**src/rtl/spi_arbiter.sv**
```systemverilog
// spi_arbiter
//   Round-robin arbiter that lets NUM_REQ requesters share one byte-oriented
//   SPI master. A requester keeps ownership for a whole burst, which ends on
//   the byte marked req_last. The owner's SPI mode (cpol/cpha) is latched at
//   grant time and held stable until the grant drops.
//
// Optional feature macro: SPI_ARB_TIMEOUT_EN
//   When defined, a watchdog releases the grant if WAIT sees no m_rx_valid,
//   or HOLD sees no owner request, for TIMEOUT_CYCLES cycles. timeout_err
//   then pulses for one cycle. When undefined, timeout_err is tied low and
//   WAIT/HOLD wait indefinitely.
//
// Ports
//   clk, rst                   clock (rising edge), synchronous active-high reset
//   req_valid/data/last        per-requester byte stream (data at [i*DATA_WIDTH +: DATA_WIDTH])
//   req_cpol, req_cpha         per-requester SPI mode
//   req_ready                  byte accepted, one-hot to the owner or zero
//   rsp_data, rsp_valid        received byte (shared) and one-cycle pulse to its owner
//   grant                      one-hot current owner, zero when idle
//   m_tx_data/valid/ready      byte handshake towards the SPI master
//   m_rx_data/valid            received byte from the SPI master
//   m_cpol, m_cpha             SPI mode towards the SPI master
//   timeout_err                one-cycle watchdog pulse

module spi_arbiter #(
  parameter int DATA_WIDTH     = 8,
  parameter int NUM_REQ        = 4,
  parameter int TIMEOUT_CYCLES = 1024
) (
  input  logic                          clk,
  input  logic                          rst,
  input  logic [NUM_REQ-1:0]            req_valid,
  input  logic [NUM_REQ*DATA_WIDTH-1:0] req_data,
  input  logic [NUM_REQ-1:0]            req_last,
  input  logic [NUM_REQ-1:0]            req_cpol,
  input  logic [NUM_REQ-1:0]            req_cpha,
  output logic [NUM_REQ-1:0]            req_ready,
  output logic [DATA_WIDTH-1:0]         rsp_data,
  output logic [NUM_REQ-1:0]            rsp_valid,
  output logic [NUM_REQ-1:0]            grant,
  output logic [DATA_WIDTH-1:0]         m_tx_data,
  output logic                          m_tx_valid,
  input  logic                          m_tx_ready,
  input  logic [DATA_WIDTH-1:0]         m_rx_data,
  input  logic                          m_rx_valid,
  output logic                          m_cpol,
  output logic                          m_cpha,
  output logic                          timeout_err
);

  localparam int PTR_W = (NUM_REQ > 1) ? $clog2(NUM_REQ) : 1;

  typedef enum logic [1:0] {
    IDLE  = 2'd0,
    ISSUE = 2'd1,
    WAIT  = 2'd2,
    HOLD  = 2'd3
  } state_t;

  state_t             state;
  logic [PTR_W-1:0]   rr_ptr;
  logic [PTR_W-1:0]   owner;
  logic               last_q;

  logic               any_req;
  logic [PTR_W-1:0]   winner;
  logic [PTR_W-1:0]   next_ptr;
  logic               handshake;

  function automatic logic [NUM_REQ-1:0] onehot(input logic [PTR_W-1:0] idx);
    logic [NUM_REQ-1:0] v;
    v      = '0;
    v[idx] = 1'b1;
    return v;
  endfunction

  // Search upward from rr_ptr with wrap; the first asserted request wins.
  always_comb begin
    any_req = 1'b0;
    winner  = '0;
    for (int i = 0; i < NUM_REQ; i++) begin
      if (!any_req && req_valid[(int'(rr_ptr) + i) % NUM_REQ]) begin
        any_req = 1'b1;
        winner  = PTR_W'((int'(rr_ptr) + i) % NUM_REQ);
      end
    end
  end

  // Pointer value after the current owner finishes, wrapping to zero.
  always_comb begin
    if (int'(owner) == NUM_REQ - 1) next_ptr = '0;
    else                            next_ptr = owner + 1'b1;
  end

  // The owner's byte is forwarded combinationally so a request seen in the
  // grant cycle can be offered to the master without an extra register stage.
  always_comb begin
    m_tx_valid = (state == ISSUE) && req_valid[owner];
    m_tx_data  = req_data[int'(owner)*DATA_WIDTH +: DATA_WIDTH];
    handshake  = m_tx_valid && m_tx_ready;
    req_ready  = handshake ? onehot(owner) : '0;
  end

`ifdef SPI_ARB_TIMEOUT_EN
  localparam int WDOG_W = $clog2(TIMEOUT_CYCLES + 1);
  logic [WDOG_W-1:0] wdog;
  // Expiry fires when the counter has spent TIMEOUT_CYCLES cycles in the
  // state, so the pulse lands exactly TIMEOUT_CYCLES cycles after entry.
  logic              wdog_expired;
  assign wdog_expired = (wdog == WDOG_W'(TIMEOUT_CYCLES - 1));
`else
  assign timeout_err = 1'b0;
`endif

  // Arbitration FSM; all registered outputs are updated here.
  always_ff @(posedge clk) begin
    if (rst) begin
      state     <= IDLE;
      grant     <= '0;
      rr_ptr    <= '0;
      owner     <= '0;
      last_q    <= 1'b0;
      rsp_valid <= '0;
      rsp_data  <= '0;
      m_cpol    <= 1'b0;
      m_cpha    <= 1'b0;
`ifdef SPI_ARB_TIMEOUT_EN
      timeout_err <= 1'b0;
      wdog        <= '0;
`endif
    end else begin
      rsp_valid <= '0;
`ifdef SPI_ARB_TIMEOUT_EN
      timeout_err <= 1'b0;
`endif
      case (state)
        IDLE: begin
          if (any_req) begin
            owner  <= winner;
            grant  <= onehot(winner);
            m_cpol <= req_cpol[winner];
            m_cpha <= req_cpha[winner];
            state  <= ISSUE;
          end
        end

        ISSUE: begin
          if (handshake) begin
            last_q <= req_last[owner];
            state  <= WAIT;
`ifdef SPI_ARB_TIMEOUT_EN
            wdog   <= '0;
`endif
          end
        end

        WAIT: begin
          if (m_rx_valid) begin
            rsp_data  <= m_rx_data;
            rsp_valid <= onehot(owner);
            if (last_q) begin
              state  <= IDLE;
              grant  <= '0;
              rr_ptr <= next_ptr;
            end else begin
              state  <= HOLD;
`ifdef SPI_ARB_TIMEOUT_EN
              wdog   <= '0;
`endif
            end
          end
`ifdef SPI_ARB_TIMEOUT_EN
          else if (wdog_expired) begin
            timeout_err <= 1'b1;
            state       <= IDLE;
            grant       <= '0;
            rr_ptr      <= next_ptr;
          end else begin
            wdog <= wdog + 1'b1;
          end
`endif
        end

        HOLD: begin
          // Only the owner can continue; other requesters are ignored here.
          if (req_valid[owner]) begin
            state <= ISSUE;
          end
`ifdef SPI_ARB_TIMEOUT_EN
          else if (wdog_expired) begin
            timeout_err <= 1'b1;
            state       <= IDLE;
            grant       <= '0;
            rr_ptr      <= next_ptr;
          end else begin
            wdog <= wdog + 1'b1;
          end
`endif
        end

        default: begin
          state <= IDLE;
          grant <= '0;
        end
      endcase
    end
  end

endmodule

```
**config.mk**
```make
export PLATFORM = sky130hd
export DESIGN_NAME = spi_arbiter
export DESIGN_NICKNAME = d
export VERILOG_FILES = /design/src/rtl/spi_arbiter.sv
export SDC_FILE = /design/constraint.sdc
export NUM_CORES = 1
export LEC_CHECK = 0
export CAP_MARGIN = 20
export CORE_MARGIN = 8
export CORE_UTILIZATION = 35
export CTS_CLUSTER_DIAMETER = 50
export CTS_CLUSTER_SIZE = 8
export DETAILED_ROUTE_END_ITERATION = 7
export GPL_TIMING_DRIVEN = 0
export PLACE_DENSITY_LB_ADDON = 0.05
export SETUP_SLACK_MARGIN = 0.4
export SYNTH_ARGS = -nofsm -noshare
export SYNTH_HDL_FRONTEND = slang
export SYNTH_SLANG_ARGS = --single-unit
```
**constraint.sdc**
```tcl
create_clock -name clk -period 4.49 [get_ports clk]
set_input_delay 0.449 -clock clk [delete_from_list [all_inputs] [get_ports clk]]
set_output_delay 0.449 -clock clk [all_outputs]
set_load 0.005 [all_outputs]
```
==> results.sh, run 1 <==
export IMPL_worstHoldPathType="flop to flop"
export IMPL_track_usage_pct=14.79
export IMPL_drive_gt1_share_pct=7.540
export IMPL_ys_seq_elements=25
export IMPL_cts_resized=0
export IMPL_cts_buffers_inserted=3
export IMPL_dieWidth_um=81.47
export IMPL_htree_levels=1
export IMPL_place_congestion=0.7697
export IMPL_layout_min_cycle_time_ps=2845
export IMPL_antenna_cells=0
export IMPL_num_io_pins=92
export IMPL_detailed_place_hpwl_mm=4.009
export IMPL_avgSynthCellArea_um2=9.435
export IMPL_final_seq_area_um2=500.5
export IMPL_grt_remaining_overflow=0
export IMPL_slew_violations=0
export IMPL_clk_pin_slew_worst_paths_ps=90
export IMPL_finalSetupTns_ps=0
export IMPL_core_mm2=0.004234
export IMPL_place_area_mm2=0.002456
export IMPL_rows=24
export IMPL_area_delta_synth_final_pct=66.72
export IMPL_syn_inst=159
export IMPL_final_cells=304
export IMPL_fin_worst_skew_ps=3.477
export IMPL_setup_viol=0
export IMPL_powerDensity_mw_per_mm2=301.7
export IMPL_total_power_mw=0.7545
export IMPL_wl_mm=4.823
export IMPL_synth_nets=227
export IMPL_dieArea_mm2=0.006637
export IMPL_yosysSeqAreaShare_pct=33.36
export IMPL_holdWs_ps=455.7
export IMPL_power_leakage_nw=0.8977
export IMPL_worst_pin_slew_ps=585.7
export IMPL_worstPathRequired_ps=4040
export IMPL_crit_fanout=6
export IMPL_hold_buffers=0
export IMPL_fin_nets=321
export IMPL_vias=1504
export IMPL_grt_pass1_vias=1594
export IMPL_grt_max_degree=14
export IMPL_crit_type="primary input to output port"
export IMPL_rsz0062_at_grt="false"
export IMPL_dp_cells=300
export IMPL_die_height_um=81.47
export IMPL_synth_edf_count=0
export IMPL_vias_per_cell=4.947
export IMPL_worstSkewPairLatency_ps=270
export IMPL_clockBufferDepth=2
export IMPL_yosys_warnings=0
export IMPL_outcome="finished clean"
export IMPL_drc=0
export IMPL_pre_cts_ws_ps=1637
export IMPL_synth_main_ff_cell="dfxtp_1"
export IMPL_firstDrtPassIters=4
export IMPL_report_final_hold_viol_count=0
export IMPL_start_kind="primary input"
export IMPL_cts_tree="yes"
export IMPL_final_util_pct=59.07
export IMPL_grt_pass1_wl_mm=7.776
export IMPL_cp_arrival_ps=2400
export IMPL_fmax_ghz=0.3515
export IMPL_first_iter_violations=60
export IMPL_finalInstanceArea_mm2=0.002501
export IMPL_ant_nets=0
export IMPL_min_period_over_period_pct=63.36
export IMPL_async_flop_share_pct=0
export IMPL_port_buffers=89
export IMPL_ctsRootBufferMaster="clkbuf_8"
export IMPL_layout_commonest_cell="clkdlybuf4s50_1"
export IMPL_antenna_found_initial=0
export IMPL_vdd_drop_max_v=0.0002038
export IMPL_final_cell_mix="clkdlybuf4s50_1 (89), nand2_1 (25), dfxtp_1 (25)"
export IMPL_multi_input_area_um2=930.9
export IMPL_netlist_area_mm2=0.001500
export IMPL_post_cts_repair_setup_buffers=0
export IMPL_r2r_cells=8
export IMPL_worst_slack_ps=1645
export IMPL_crit_path_end_kind="output port"
export IMPL_max_cap_violations=0
export IMPL_ys_types=37
export IMPL_start_util_pct=35.43
export IMPL_avgRoutedWirePerCell_um=15.87
export IMPL_cts_sinks=25
export IMPL_slew_headroom_pct=60.59
export IMPL_whs_path_depth=2
export IMPL_nFillCells=398
## where the power goes
part | total, mW | leakage, nW | switching (mW) | internal [mW]
clock network | 0.133 | 0.0228 | 0.0691 | 0.0634
logic | 0.352 | 0.672 | 0.144 | 0.209
registers | 0.270 | 0.203 | 0.0219 | 0.248
total | 0.754 | 0.898 | 0.235 | 0.520
## layout make-up
type                    instances  area share (%)
multi-input cells             119           37.22
repair buffers                 89           35.62
flip-flops and latches         25           20.01
well taps                      52           2.601
clock buffers                   4           1.801
plain buffers                   8           1.701
inverters                       7           1.051
## synth_stat cells (all sizes together), types with 2 or more instances
cell | n | area share (%)
nand2 | 26 | 7.0
a21oi | 21 | 7.0
mux4 | 10 | 15
nand2b | 5 | 2.1
and2 | 6 | 2.5
or4b | 2 | 1.3
inv | 7 | 1.8
nor2 | 7 | 1.8
mux2i | 7 | 4.7
nand3b | 3 | 1.5
a22o | 2 | 1.8
o221ai | 2 | 1.2
ha | 8 | 6.7
buf | 4 | 1.8
dfxtp | 25 | 33
clkbuf | 4 | 1.0
nor3 | 2 | 0.67
nor3b | 4 | 2.0
## cells by family after synthesis
family | count (synthesis) | share of synthesized area, %
muxes | 17 | 19.68
and+or+nand+nor | 62 | 22.19
adders and majority gates | 8 | 6.672
other | 1 | 0.2500
AOI/OAI and AO/OA | 31 | 13.26
DFF | 25 | 33.36
buffers and inverters | 15 | 4.587
## critical path: stages
cell	delay (ps)
clkdlybuf4s50_1	500
mux4_2	550
and3_1	270
and2_1	180
clkdlybuf4s50_1	450
## sequential cells by signal, summed over array words and instances (netlist names), 2 cells and up
name,count
owner,2
grant,4
rsp_data,8
state,2
rsp_valid,4
rr_ptr,2
## layer usage
metal	track usage (%)	routed length, um
met1	18.38	2111
met2	24.90	2185
met3	4.376	501
met4	2.679	25
met5	0	0
## worst paths after layout
check	startpoint	endpoint	slack (ps)
setup reg to reg	state[0]	grant[1]	2350
hold reg to reg	rsp_data[2]	rsp_data[2]	460
setup / recovery	req_valid[2]	req_ready[0]	1650
hold / removal	rsp_data[2]	rsp_data[2]	460
Note: power is estimated with default switching activity, not from simulation.
==> inputs of run 2 (changes only) <==
Settings changed: CORE_UTILIZATION 35 to 33.
Clock period 4.49 ns to 2.3 ns, I/O delays scaled along.
==> results.sh, run 2 (same netlist as run 1, synthesis figures left out) <==
export IMPL_start_kind="flop"
export IMPL_powerDensity_mw_per_mm2=614.7
export IMPL_outcome="finished clean"
export IMPL_crit_fanout=5
export IMPL_avgRoutedWirePerCell_um=15.93
export IMPL_highest_layer="met4"
export IMPL_grt_pass1_vias=1457
export IMPL_fmax_ghz=0.5268
export IMPL_layout_min_cycle_time_ps=1898
export IMPL_fin_nets=330
export IMPL_dr_wl_met2_mm=2.159
export IMPL_clk_pin_slew_worst_paths_ps=90
export IMPL_top_register="rsp_data"
export IMPL_vias=1578
export IMPL_cts_sinks=25
export IMPL_vias_per_cell=5.042
export IMPL_first_iter_violations=55
export IMPL_worstHoldPathType="primary input to flop"
export IMPL_fin_worst_skew_ps=5.121
export IMPL_clock_power_share_pct=16.8
export IMPL_min_period_over_period_pct=82.54
export IMPL_place_congestion=0.7850
export IMPL_antenna_cells=0
export IMPL_drc=0
export IMPL_sequentialPowerShare_pct=33.0
export IMPL_whs_path_depth=2
export IMPL_start_util_pct=34.45
export IMPL_ctsRootBufferMaster="clkbuf_8"
export IMPL_num_io_pins=92
export IMPL_finalInstanceArea_mm2=0.002654
export IMPL_detailed_place_hpwl_mm=3.904
export IMPL_track_usage_pct=13.45
export IMPL_antenna_found_initial=0
export IMPL_slew_headroom_pct=65.48
export IMPL_power_leakage_nw=1.033
export IMPL_top_regs="rsp_data x8, grant x4, rsp_valid x4"
export IMPL_p_sw_share_pct=31.92
export IMPL_max_cap_violations=0
export IMPL_area_delta_synth_final_pct=76.90
export IMPL_rows=24
export IMPL_hold_buffers=0
export IMPL_worst_pin_slew_ps=517.4
export IMPL_worstPathRequired_ps=2070
export IMPL_ant_nets=0
export IMPL_die_height_um=83.43
export IMPL_grt_remaining_overflow=0
export IMPL_largest_reg_flops=8
export IMPL_holdWs_ps=384.9
export IMPL_p_sw_mw=0.5206
export IMPL_r2r_end="grant[2]"
export IMPL_dieWidth_um=83.43
export IMPL_firstDrtPassIters=4
export IMPL_core_mm2=0.004354
export IMPL_worstSkewPairLatency_ps=280
export IMPL_port_buffers=89
export IMPL_nFillCells=401
export IMPL_cts_tree="yes"
export IMPL_setup_viol=0
export IMPL_wl_mm=4.987
export IMPL_min_from="rst"
export IMPL_cts_buffers_inserted=3
export IMPL_hold_path_endpoint="state[0]"
export IMPL_place_area_mm2=0.002456
export IMPL_report_final_hold_viol_count=0
export IMPL_crit_type="flop to output port"
export IMPL_final_cell_mix="clkdlybuf4s50_1 (72), nand2_1 (25), dfxtp_1 (21)"
export IMPL_cp_startpoint="owner[0]"
export IMPL_htree_levels=1
export IMPL_p_int_mw=1.111
export IMPL_reg2reg_slack_ps=450
export IMPL_grt_pass1_wl_mm=7.783
export IMPL_drive_gt1_share_pct=19.54
export IMPL_r2r_cells=8
export IMPL_grt_max_degree=15
export IMPL_layout_commonest_cell="clkdlybuf4s50_1"
export IMPL_worstReg2RegStart="state[0]"
export IMPL_crit_path_end_kind="output port"
export IMPL_clockBufferDepth=2
export IMPL_dieArea_mm2=0.006960
export IMPL_slew_violations=0
export IMPL_vdd_drop_max_v=0.0004926
export IMPL_wl_met3_um=399
export IMPL_wl_met1_mm=2.386
export IMPL_cp_arrival_ps=1670
export IMPL_rsz0062_at_grt="true"
export IMPL_combPwrFrac_pct=50.2
==> run 2: changes by cell type in the layout (fill, tap and decap cells not counted), sizes merged <==
| cell | before | now |
|---|---|---|
| clkdlybuf4s50 | 89 | 72 |
| buf | 4 | 18 |
| dlygate4sd2 | 0 | 7 |
| dlymetal6s2s | 0 | 5 |
| clkbuf | 8 | 7 |
| clkinv | 0 | 1 |
==> run 2: per-layer routing <==
metal | global-route usage (%) | vias up
met1 | 17.55 | 725
met3 | 4.590 | 5
met4 | 3.297 | 0
met2 | 20.65 | 74
li1 | - | 774
met5 | 0 | -
==> run 2: repair_timing <==
action                                 CTS  global route
setup endpoints to repair               16            13
gates resized for setup                 38            26
pin swaps                                0             6
setup buffers                            3             6
cloned                                   0             0
endpoints found under the hold margin    0             0
==> run 2: layout make-up <==
class	instances	area, um^2	share of cell area, %
plain buffers	8	61.31	2.310
clock buffers	3	41.29	1.556
multi-input cells	119	975.9	36.78
flip-flops and latches	25	510.5	19.24
inverters	7	28.78	1.084
repair buffers	98	965.9	36.40
well taps	52	65.06	2.452
clock inverters	1	5.005	0.1886
==> run 2: stage by stage <==
stage          util, %  power [mW]  setup WS, ps  instances  setup TNS [ps]
2_1_floorplan        -      0.9100         402.3        159               0
3_3_place_gp     56.41       1.227        -85.83        300          -322.5
3_5_place_dp     56.41       1.229        -81.51        300          -311.6
4_1_cts          58.33       1.525         272.6        307               0
5_1_grt          60.95       1.730         357.6        313               0
6_report         60.95       1.631         401.7        313               0
==> run 2: power by group through the flow <==
stage	clock network [mW]	registers, mW	logic [mW]
3_3_place_gp	0	0.538	0.689
4_1_cts	0.275	0.533	0.717
3_5_place_dp	0	0.539	0.690
2_1_floorplan	0	0.533	0.377
6_report	0.274	0.539	0.818
5_1_grt	0.290	0.545	0.895
==> run 2: critical path: stages, from the launching register on <==
cell,delay (ps)
dfxtp_4,390
mux4_2,520
and3_4,220
and2_4,160
buf_6,110
==> run 2: worst max-delay path by stage <==
stage / endpoint / depth (start not counted)
2_1_floorplan: grant[0] / 8
3_3_place_gp: req_ready[1] / 5
3_5_place_dp: req_ready[1] / 5
4_1_cts: req_ready[1] / 4
5_1_grt: req_ready[3] / 4
6_report: req_ready[3] / 4
==> inputs of run 3 (changes only) <==
Settings changed: CORE_UTILIZATION 33 to 35.
Clock period 2.3 ns to 1.95 ns, I/O delays scaled along.
==> results.sh, run 3 (same netlist as run 1, synthesis figures left out) <==
export IMPL_core_mm2=0.004234
export IMPL_ant_nets=0
export IMPL_cts_buffers_inserted=3
export IMPL_fin_nets=345
export IMPL_grt_pass1_wl_mm=7.714
export IMPL_vias_per_cell=4.832
export IMPL_max_cap_violations=0
export IMPL_finalSetupTns_ps=0
export IMPL_drc=0
export IMPL_track_usage_pct=14.56
export IMPL_final_cells=328
export IMPL_num_io_pins=92
export IMPL_worstHoldPathType="primary input to flop"
export IMPL_nFillCells=365
export IMPL_cp_arrival_ps=1620
export IMPL_start_util_pct=35.43
export IMPL_grt_pass1_vias=1585
export IMPL_drive_gt1_share_pct=30.43
export IMPL_clockBufferDepth=2
export IMPL_rows=24
export IMPL_rsz0062_at_grt="true"
export IMPL_cts_sinks=25
export IMPL_antenna_cells=0
export IMPL_finalInstanceArea_mm2=0.002841
export IMPL_critPathTopFamily="multiplexers"
export IMPL_outcome="finished clean"
export IMPL_p_sw_share_pct=30.99
export IMPL_dp_cells=300
export IMPL_firstDrtPassIters=5
export IMPL_hold_buffers=0
export IMPL_final_seq_area_um2=514.2
export IMPL_largest_reg_flops=8
export IMPL_grt_remaining_overflow=0
export IMPL_layout_min_cycle_time_ps=1818
export IMPL_ctsRootBufferMaster="clkbuf_8"
export IMPL_avgRoutedWirePerCell_um=15.80
export IMPL_crit_path_end_kind="output port"
export IMPL_report_final_hold_viol_count=0
export IMPL_htree_levels=1
export IMPL_start_kind="flop"
export IMPL_clk_pin_slew_worst_paths_ps=90
export IMPL_grt_max_degree=14
export IMPL_dieArea_mm2=0.006637
export IMPL_wl_mm=5.181
export IMPL_crit_path_cell_trace="mux4_2 -> and3_4 -> and2_1 -> buf_2"
export IMPL_p_int_mw=1.391
export IMPL_clock_power_share_pct=15.0
export IMPL_first_iter_violations=59
export IMPL_die_height_um=81.47
export IMPL_min_from="rst"
export IMPL_cp_startpoint="owner[0]"
export IMPL_dieWidth_um=81.47
export IMPL_area_delta_synth_final_pct=89.41
export IMPL_worstPathRequired_ps=1750
export IMPL_min_period_over_period_pct=93.24
export IMPL_top_regs="rsp_data x8, grant x4, rsp_valid x4"
export IMPL_setup_viol=0
export IMPL_p_sw_mw=0.6250
export IMPL_slew_violations=0
export IMPL_power_leakage_nw=1.087
export IMPL_max_stage_delay_ps=520
export IMPL_fmax_ghz=0.5500
export IMPL_crit_buf_inv=1
export IMPL_critPathSlowestCell="mux4_2"
export IMPL_crit_fanout=5
export IMPL_worstReg2RegStart="state[0]"
export IMPL_place_area_mm2=0.002475
export IMPL_layout_commonest_cell="clkdlybuf4s50_1"
export IMPL_powerDensity_mw_per_mm2=709.6
export IMPL_cts_tree="yes"
export IMPL_top_register="rsp_data"
export IMPL_detailed_place_hpwl_mm=3.843
export IMPL_multi_input_area_mm2=0.001030
export IMPL_port_buffers=89
export IMPL_total_power_mw=2.016
export IMPL_vdd_drop_max_v=0.0005151
export IMPL_sequentialPowerShare_pct=30.8
export IMPL_antenna_found_initial=0
export IMPL_combPwrFrac_pct=54.2
export IMPL_worstSkewPairLatency_ps=270
export IMPL_final_util_pct=67.11
export IMPL_final_cell_mix="clkdlybuf4s50_1 (72), nand2_1 (24), dfxtp_1 (20)"
export IMPL_vias=1585
export IMPL_place_congestion=0.7496
export IMPL_fin_worst_skew_ps=9.450
export IMPL_crit_type="flop to output port"
run 3: changes by cell type in the layout (fill, tap and decap cells not counted), moves of 3 or more:
cell            before  now
buf_2                1    8
dlygate4sd2_1        7    4
buf_4               10   16
inv_2                0    3
buf_6                6   13
dlymetal6s2s_1       5    0
run 3: cell type report:
cell class / count / share of cell area (%)
repair buffers: 113 / 38.53
flip-flops and latches: 25 / 18.10
inverters: 7 / 0.9247
multi-input cells: 119 / 36.24
clock buffers: 4 / 1.585
well taps: 52 / 2.290
plain buffers: 8 / 2.334
run 3: power by group through the flow:
stage                     sequential (mW)  clock [mW]  combinational (mW)
after floorplan                     0.637           0               0.453
final                               0.620       0.303                1.09
after global placement              0.642           0               0.822
after global routing                0.629       0.341                1.19
after CTS                           0.622       0.312                1.02
after detailed placement            0.645           0               0.824
run 3: per-layer routing:
metal / vias to the layer above / GRT usage (%) / routed length (um)
met1: 723 / 18.12 / 2211
met2: 55 / 24.50 / 2493
met4: 0 / 3.214 / 19
met5: - / 0 / 0
met3: 2 / 3.939 / 458
li1: 805 / - / -
run 3: path summary, 6_finish.rpt:
kind / end / slack [ps] / cells past startpoint
setup reg to reg: grant[1] / 140 / 8
setup / recovery: req_ready[1] / 130 / 4
hold / removal: state[0] / 290 / 2
hold reg to reg: rsp_data[2] / 460 / 2
run 3: timing repair:
action,CTS,global route
setup endpoints to repair,27,28
resized for setup,83,23
pin swaps,8,5
gates cloned,1,0
buffers inserted,13,10
run 3: metrics by stage:
stage          hold WS [ps]  worst slack [ps]
3_3_place_gp          442.6            -357.1
3_5_place_dp          447.4            -366.3
4_1_cts               299.9             134.3
5_1_grt               321.0             57.10
6_report              293.1             131.9
2_1_floorplan         331.0             191.0
run 3: worst register-to-register path: stages (launching register included):
cell     delay, ps
dfxtp_2        330
inv_2           70
ha_4           140
and2_4         140
buf_8           90
nand2_4         60
a22o_4         250
or4b_1         520
a21oi_1        150
